## src/rtl/spike_rate_decoder.sv

```systemverilog
// spike_rate_decoder: counts spikes on three input lines over a window of
// enabled cycles. It latches the window length at the start of each window
// and emits one result per window through a valid/ready handshake. The output
// register holds one result. A result that finishes while the previous one is
// still waiting downstream is dropped, and the sticky overrun flag is set.
//
// Build option: define SPIKE_RATE_SAT_EN to make the accumulator and result
// saturate at 2^CNT_W-1. Without it they wrap modulo 2^CNT_W.
module spike_rate_decoder #(
   parameter int CNT_W = 8,
   parameter int SEQ_W = 4
) (
   input  logic             clk,
   input  logic             reset,
   input  logic             enable,
   input  logic [2:0]       spike_in,
   input  logic [7:0]       window_len,
   input  logic             out_ready,
   output logic             out_valid,
   output logic [CNT_W-1:0] out_count,
   output logic [SEQ_W-1:0] out_seq,
   output logic             overrun
);

   // LOAD_LEN is the first enabled cycle of a window. It latches the length
   // and counts that cycle's spikes. ACCUM covers the remaining window cycles.
   typedef enum logic {
      LOAD_LEN = 1'b0,
      ACCUM    = 1'b1
   } state_t;

   state_t           state;
   state_t           state_nxt;

   logic [7:0]       len_q;        // latched window length minus one
   logic [7:0]       win_cnt;      // index of the current cycle within the window
   logic [7:0]       win_cnt_nxt;
   logic [7:0]       cur_len;      // length that applies to this cycle
   logic [7:0]       cur_idx;      // index that applies to this cycle
   logic [CNT_W-1:0] acc;
   logic [CNT_W-1:0] acc_nxt;
   logic [CNT_W-1:0] sum;          // acc plus this cycle's popcount
   logic [1:0]       pop;
   logic [SEQ_W-1:0] seq;
   logic             win_end;
   logic             xfer;
   logic             stalled;
   logic             load;
   logic             drop;

   // Popcount of the three spike lines (0..3).
   always_comb begin
      pop = {1'b0, spike_in[0]} + {1'b0, spike_in[1]} + {1'b0, spike_in[2]};
   end

`ifdef SPIKE_RATE_SAT_EN
   logic [CNT_W:0] sum_wide;

   // Saturating add. The extra carry bit detects overflow past 2^CNT_W-1.
   always_comb begin
      sum_wide = {1'b0, acc} + (CNT_W+1)'(pop);
      sum      = sum_wide[CNT_W] ? {CNT_W{1'b1}} : sum_wide[CNT_W-1:0];
   end
`else
   // Wrapping add, modulo 2^CNT_W.
   always_comb begin
      sum = acc + CNT_W'(pop);
   end
`endif

   // State register.
   always_ff @(posedge clk or posedge reset) begin
      if (reset) state <= LOAD_LEN;
      else       state <= state_nxt;
   end

   // Next-state logic and window bookkeeping. In LOAD_LEN the live
   // window_len and index 0 apply, so window_len=0 ends the window on the
   // same cycle it starts.
   always_comb begin
      state_nxt   = state;
      win_cnt_nxt = win_cnt;
      acc_nxt     = acc;
      win_end     = 1'b0;
      cur_len     = (state == LOAD_LEN) ? window_len : len_q;
      cur_idx     = (state == LOAD_LEN) ? 8'd0 : win_cnt;
      if (enable) begin
         win_end = (cur_idx == cur_len);
         if (win_end) begin
            state_nxt   = LOAD_LEN;
            win_cnt_nxt = 8'd0;
            acc_nxt     = '0;
         end else begin
            state_nxt   = ACCUM;
            win_cnt_nxt = cur_idx + 8'd1;
            acc_nxt     = sum;
         end
      end
   end

   // Window counter, accumulator and latched length. All of them hold while
   // enable is low.
   always_ff @(posedge clk or posedge reset) begin
      if (reset) begin
         win_cnt <= 8'd0;
         acc     <= '0;
         len_q   <= 8'd0;
      end else if (enable) begin
         win_cnt <= win_cnt_nxt;
         acc     <= acc_nxt;
         if (state == LOAD_LEN) len_q <= window_len;
      end
   end

   // A window end loads the result unless the output register is occupied
   // and not draining this cycle. In that case the new result is dropped.
   always_comb begin
      xfer    = out_valid & out_ready;
      stalled = out_valid & ~out_ready;
      load    = win_end & ~stalled;
      drop    = win_end & stalled;
   end

   // Output register, sequence counter and sticky overrun flag.
   always_ff @(posedge clk or posedge reset) begin
      if (reset) begin
         out_valid <= 1'b0;
         out_count <= '0;
         out_seq   <= '0;
         overrun   <= 1'b0;
         seq       <= '0;
      end else begin
         if (load) begin
            out_valid <= 1'b1;
            out_count <= sum;
            out_seq   <= seq;
         end else if (xfer) begin
            out_valid <= 1'b0;
         end
         if (drop)    overrun <= 1'b1;
         if (win_end) seq     <= seq + SEQ_W'(1);
      end
   end

endmodule

```

## config.mk

```make
export PLATFORM = sky130hd
export DESIGN_NAME = spike_rate_decoder
export DESIGN_NICKNAME = d
export VERILOG_FILES = /design/src/rtl/spike_rate_decoder.sv
export SDC_FILE = /design/constraint.sdc
export NUM_CORES = 1
export LEC_CHECK = 0
export CAP_MARGIN = 10
export CORE_AREA = 2 2 79 81
export DETAILED_ROUTE_END_ITERATION = 16
export DIE_AREA = 0 0 81 83
export GPL_TIMING_DRIVEN = 0
export PLACE_DENSITY_LB_ADDON = 0.25
export SLEW_MARGIN = 10
export SYNTH_ARGS = -nofsm -noshare
export SYNTH_HDL_FRONTEND = slang
export SYNTH_SLANG_ARGS = --single-unit
```

## constraint.sdc

```tcl
create_clock -name clk -period 6.4 [get_ports clk]
set_input_delay 1.28 -clock clk [delete_from_list [all_inputs] [get_ports clk]]
set_output_delay 1.28 -clock clk [all_outputs]
set_load 0.03 [all_outputs]
```

Word level (Yosys, flattened, before mapping)
Cells that the tools add are included.
W data, S select, Z words.

storage, ports and cells
  flip-flop bits (word level) = 43
  bits of input ports = 15

cells by class
  muxes and demuxes = 8
  equal/unequal tests = 1
  bitwise logic cells = 6
  reduce and logical (&&, ||, !) cells = 1
  add/sub/neg operators = 5

operator list
  cell                   count
  $mux W8                4
  $add A8 B1 Y8 const B  1
  $add A8 B2 Y8          1
  $eq A8 B8 Y1           1
  $add A4 B1 Y4 const B  1
  $and A1 B1 Y1          4
  $mux W1                4
  $add A1 B1 Y2          1
  $add A2 B1 Y2          1
  $not A1 Y1             2
  $reduce_bool A2 Y1     1

Longest topological paths before layout
Gate-level depths: netlist of the first run.

  depth after elaboration = 5
  mapped depth = 8
  gate-level depth less buffers = 8

Worst setup path after synthesis of the first run
OpenSTA, ideal clock, no wires.

  path type = input to register
  start point = input spike_in[0]
  end point = register out_count[4]
  setup time = 0.125 ns
  arrival time = 2.968 ns
  data required time = 6.275 ns
  slack = 3.307 ns
  stages = 6
  cells stage by stage = fa_1 -> ha_1 -> fa_1 -> and3_1 -> xor2_1 -> mux2_4

on the way
  word-level cells in the longest chain between the ends = 3

ends and longest elaborated chain
  item                  line  text
  from (decl)           16    input logic [2:0] spike_in,
  $add A1 B1 Y2         53    pop = {1'b0, spike_in[0]} + {1'b0, spike_in[1]} + {1'b0, spike_in[2]};
  $add A2 B1 Y2         53
  $add A8 B2 Y8         67    sum = acc + CNT_W'(pop);
  to (signal assigned)  135   out_count <= sum;
  to (decl)             20    output logic [CNT_W-1:0] out_count,

No other way between the ends.
A chain may end at the register's enable or synchronous reset.

Final worst setup path of the first run
  start point = input spike_in[0]
  end point = register out_count[7]

The elaborated chain is that of the path after synthesis.

==> flow_metrics.env, run 1 <==
export IMPL_n_antenna_cell=0
export IMPL_synth_fp_nets=223
export IMPL_crit_chain="clkdlybuf4s50_1 > fa_1 > ha_1 > a21oi_1 > nor2b_1 > and3_1 > nand3_1 > xnor2_1 > mux2_2"
export IMPL_p_int_mw=0.5860
export IMPL_leakage_nw=1.209
export IMPL_crit_type="primary input to flop"
export IMPL_routed_wl_um=4475
export IMPL_row_count=28
export IMPL_startpoint_type="primary input"
export IMPL_layout_min_cycle_time_ns=3.434
export IMPL_die_height_um=83
export IMPL_area_delta_synth_final_pct=20.99
export IMPL_switching_share_pct=37.08
export IMPL_hold_viol_final=0
export IMPL_hold_start="seq[3]$_DFFE_PP0P_"
export IMPL_drive_gt1_share_pct=17.99
export IMPL_max_slew_margin_rel_pct=68.83
export IMPL_slowest_delay_ns=0.48
export IMPL_num_nets_final=259
export IMPL_synth_top_area_share_pct=47.12
export IMPL_cp_top_family="adder cells"
export IMPL_io_buffers=28
export IMPL_clockBufferDepth=2
export IMPL_clk_pin_slew_worst_paths_ns=0.08
export IMPL_cp_depth=9
export IMPL_postRouteAntennaNets=0
export IMPL_regToRegEndpoint="out_count[7]$_DFFE_PP0P_"
export IMPL_grt_setup_unrepaired="no"
export IMPL_worst_slew_pin_slew_ns=0.4676
export IMPL_cts_resized=0
export IMPL_cts_made_buffers=5
export IMPL_finClkSkew_ns=0.009003
export IMPL_outcome="finished clean"
export IMPL_die_w_um=81
export IMPL_syn_cell_area_sq_um=2283
export IMPL_die_area_sq_um=6723
export IMPL_initial_utilization_pct=39.26
export IMPL_pwr_share_clk_pct=18.4
export IMPL_synth_avg_cell_area_sq_um=11.30
export IMPL_synth_edf_count=0
export IMPL_synth_cell_types=45
export IMPL_vias=1588
export IMPL_cap_violations=0
export IMPL_hold_end="seq[3]$_DFFE_PP0P_"
export IMPL_p_comb_share_pct=36.5
export IMPL_ys_seq_elements=43
export IMPL_vias_per_cell=5.057
export IMPL_drv_slew=0
export IMPL_final_cell_area_sq_um=2763
export IMPL_whs_ns=0.4818
export IMPL_ys_top_cells_by_area="dfrtp_1 (47%), mux2_4 (6.6%), mux2_2 (4.4%)"
export IMPL_ys_seq_area_share_pct=47.12
export IMPL_p_per_area_nw_per_um2=337.1
export IMPL_cp_max_fo=4
export IMPL_switching_power_mw=0.3453
export IMPL_cts_tree="done"
export IMPL_r2r_cells=8
export IMPL_finalWeightedCongestion=0.7630
export IMPL_fin_crit_sh_pct=53.65
export IMPL_synth_ff_type="dfrtp_1"
export IMPL_antenna_found_initial=0
export IMPL_ir_drop_uv=127.8
export IMPL_end_kind="flop"
export IMPL_yosys_area_top_type="dfrtp_1"
export IMPL_holdPathStages=1
export IMPL_setup_viol=0
export IMPL_grt_pass1_wl_um=7569
export IMPL_arrival_ns=3.62
export IMPL_cp_slowest_cell="fa_1"
export IMPL_pwr_share_seq_pct=45.1
export IMPL_grt_usage_pct=14.53
export IMPL_drc_errors=0
export IMPL_clockRootBuffer="clkbuf_8"
export IMPL_path_buf_inv=1
export IMPL_postCtsHoldBufs=0
export IMPL_r2r_setup_slack_ns=4.05
export IMPL_netlist_instances=202
export IMPL_yosysMostFrequentCell="dfrtp_1"
export IMPL_drt_pre_antenna_iters=4
export IMPL_boundaryPins=29
export IMPL_cts_htree_levels=2
export IMPL_hpwl_um=3313
export IMPL_crit_path_start="spike_in[0]"
export IMPL_grt_start_max_net_pins=32
export IMPL_place_area_sq_um=2678
export IMPL_yosysWarningCount=0
export IMPL_cp_required_ns=6.58
export IMPL_async_flop_share_pct=100.0
export IMPL_wl_per_cell_um=14.25
export IMPL_reg2reg_from="acc[0]$_DFFE_PP0P_"
export IMPL_drt_iter0_drc=81
export IMPL_core_region_area_sq_um=5816
export IMPL_max_freq_mhz=291.2
export IMPL_clock_latency_ns=0.30
export IMPL_hold_class="flop to flop"
export IMPL_grt_pass1_vias=1550
export IMPL_synthTopCellsByCount="dfrtp_1 (43), nand2_1 (20), nor2_1 (15)"
export IMPL_tns_ns=0
export IMPL_grt_overflow_total=0
export IMPL_post_cts_repair_setup_buffers=0
export IMPL_clkSinkCount=43
==> area by class of cell <==
type | instances | area, sq um
Inverter | 13 | 48.80
Buffer | 7 | 53.80
Clock inverter | 2 | 12.51
Timing Repair Buffer | 29 | 300.3
Multi-Input combinational cell | 139 | 1105
Fill cell | 558 | 3053
Sequential cell | 43 | 1076
Tap cell | 75 | 93.84
Clock buffer | 6 | 72.57
==> how the worst max path moves through the flow <==
stage / end / slack, ns
6_report: out_count[7]$_DFFE_PP0P_ / 2.97
5_1_grt: out_count[7]$_DFFE_PP0P_ / 2.85
4_1_cts: out_count[7]$_DFFE_PP0P_ / 2.97
3_5_place_dp: out_count[7]$_DFFE_PP0P_ / 2.68
3_3_place_gp: out_count[7]$_DFFE_PP0P_ / 2.70
2_1_floorplan: out_count[4]$_DFFE_PP0P_ / 3.31
==> registers in the layout, summed over array words and instances, names as in the netlist <==
register / flops
win_cnt: 8
acc: 8
seq: 4
len_q: 8
out_valid: 1
overrun: 1
out_count: 8
out_seq: 4
state: 1
==> kinds of logic (layout without fill, tap and decap cells) <==
| logic type | count (synthesis) | in the layout | share of synthesized area (%) |
|---|---|---|---|
| xor gates and xnor gates | 14 | 14 | 5.370 |
| DFF | 43 | 43 | 47.12 |
| AOI/OAI and AO/OA | 33 | 33 | 13.21 |
| and+or+nand+nor | 66 | 66 | 14.36 |
| muxes | 20 | 20 | 11.51 |
| adders and majority gates | 6 | 6 | 3.945 |
| buffers and inverters | 20 | 57 | 4.493 |
==> power by group through the flow <==
stage | Clock (mW) | Combinational [mW] | Sequential [mW]
2_1_floorplan | 0 | 0.242 | 0.428
3_3_place_gp | 0 | 0.331 | 0.423
3_5_place_dp | 0 | 0.342 | 0.425
4_1_cts | 0.177 | 0.343 | 0.420
5_1_grt | 0.188 | 0.376 | 0.432
6_report | 0.171 | 0.340 | 0.420
==> placed cells by master, fill, tap and decap left out, types with 3 or more instances in the layout <==
master	count
o21ai_0	4
o22ai_1	10
mux2_4	10
clkdlybuf4s50_1	28
dfrtp_1	43
xnor2_1	6
and3_1	3
xor2_1	8
ha_1	4
clkbuf_1	4
nand3_1	7
mux2_2	9
nand2_1	20
inv_2	4
nand2b_1	5
nor3_1	4
nor2_1	15
clkbuf_8	5
inv_1	9
a21oi_1	6
==> stage by stage <==
stage	instances	power, mW	worst slack, ns	util, %
finish	314	0.9313	2.966	47.50
global route	314	0.9960	2.854	47.50
CTS	314	0.9394	2.973	47.50
detailed placement	306	0.7666	2.676	46.04
global placement	305	0.7542	2.696	45.70
floorplan	202	0.6703	3.307	-
==> metal layers <==
layer | up-vias | part of all wire (%) | track usage (%)
met5 | - | 0 | 0
met4 | 0 | 1.9 | 6.009
met3 | 7 | 4.5 | 3.261
met2 | 34 | 46 | 21.79
met1 | 769 | 48 | 20.08
li1 | 778 | - | -
Power figures use the tool's default switching activity.
==> run 2, diff against run 1 <==
==> constraint.sdc (replaced) <==
create_clock -name clk -period 2.9 [get_ports clk]
set_input_delay 0.58 -clock clk [delete_from_list [all_inputs] [get_ports clk]]
set_output_delay 0.58 -clock clk [all_outputs]
set_load 0.03 [all_outputs]
==> results of run 2 <==
Same layout as run 1 (identical final DEF). Status: finished clean.
Among the figures that moved: setup slack after placement 2.676 ns -> -0.1237 ns; setup slack after layout 2.966 ns -> 0.1661 ns; register-to-register setup slack 4.05 ns -> 0.55 ns; total power 0.9313 mW -> 2.055 mW; worst IR drop on VDD 127.8 uV -> 282.1 uV
==> run 3, diff against run 2 <==
--- a/config.mk
+++ b/config.mk
@@ -15,3 +15,4 @@
 export SYNTH_ARGS = -nofsm -noshare
 export SYNTH_HDL_FRONTEND = slang
 export SYNTH_SLANG_ARGS = --single-unit
+export TNS_END_PERCENT = 50
==> results of run 3 <==
Same layout as run 1 (identical final DEF). Status: finished clean.
Among the figures that moved: setup slack after placement 2.676 ns -> -0.1237 ns; setup slack after layout 2.966 ns -> 0.1661 ns; register-to-register setup slack 4.05 ns -> 0.55 ns; total power 0.9313 mW -> 2.055 mW; worst IR drop on VDD 127.8 uV -> 282.1 uV
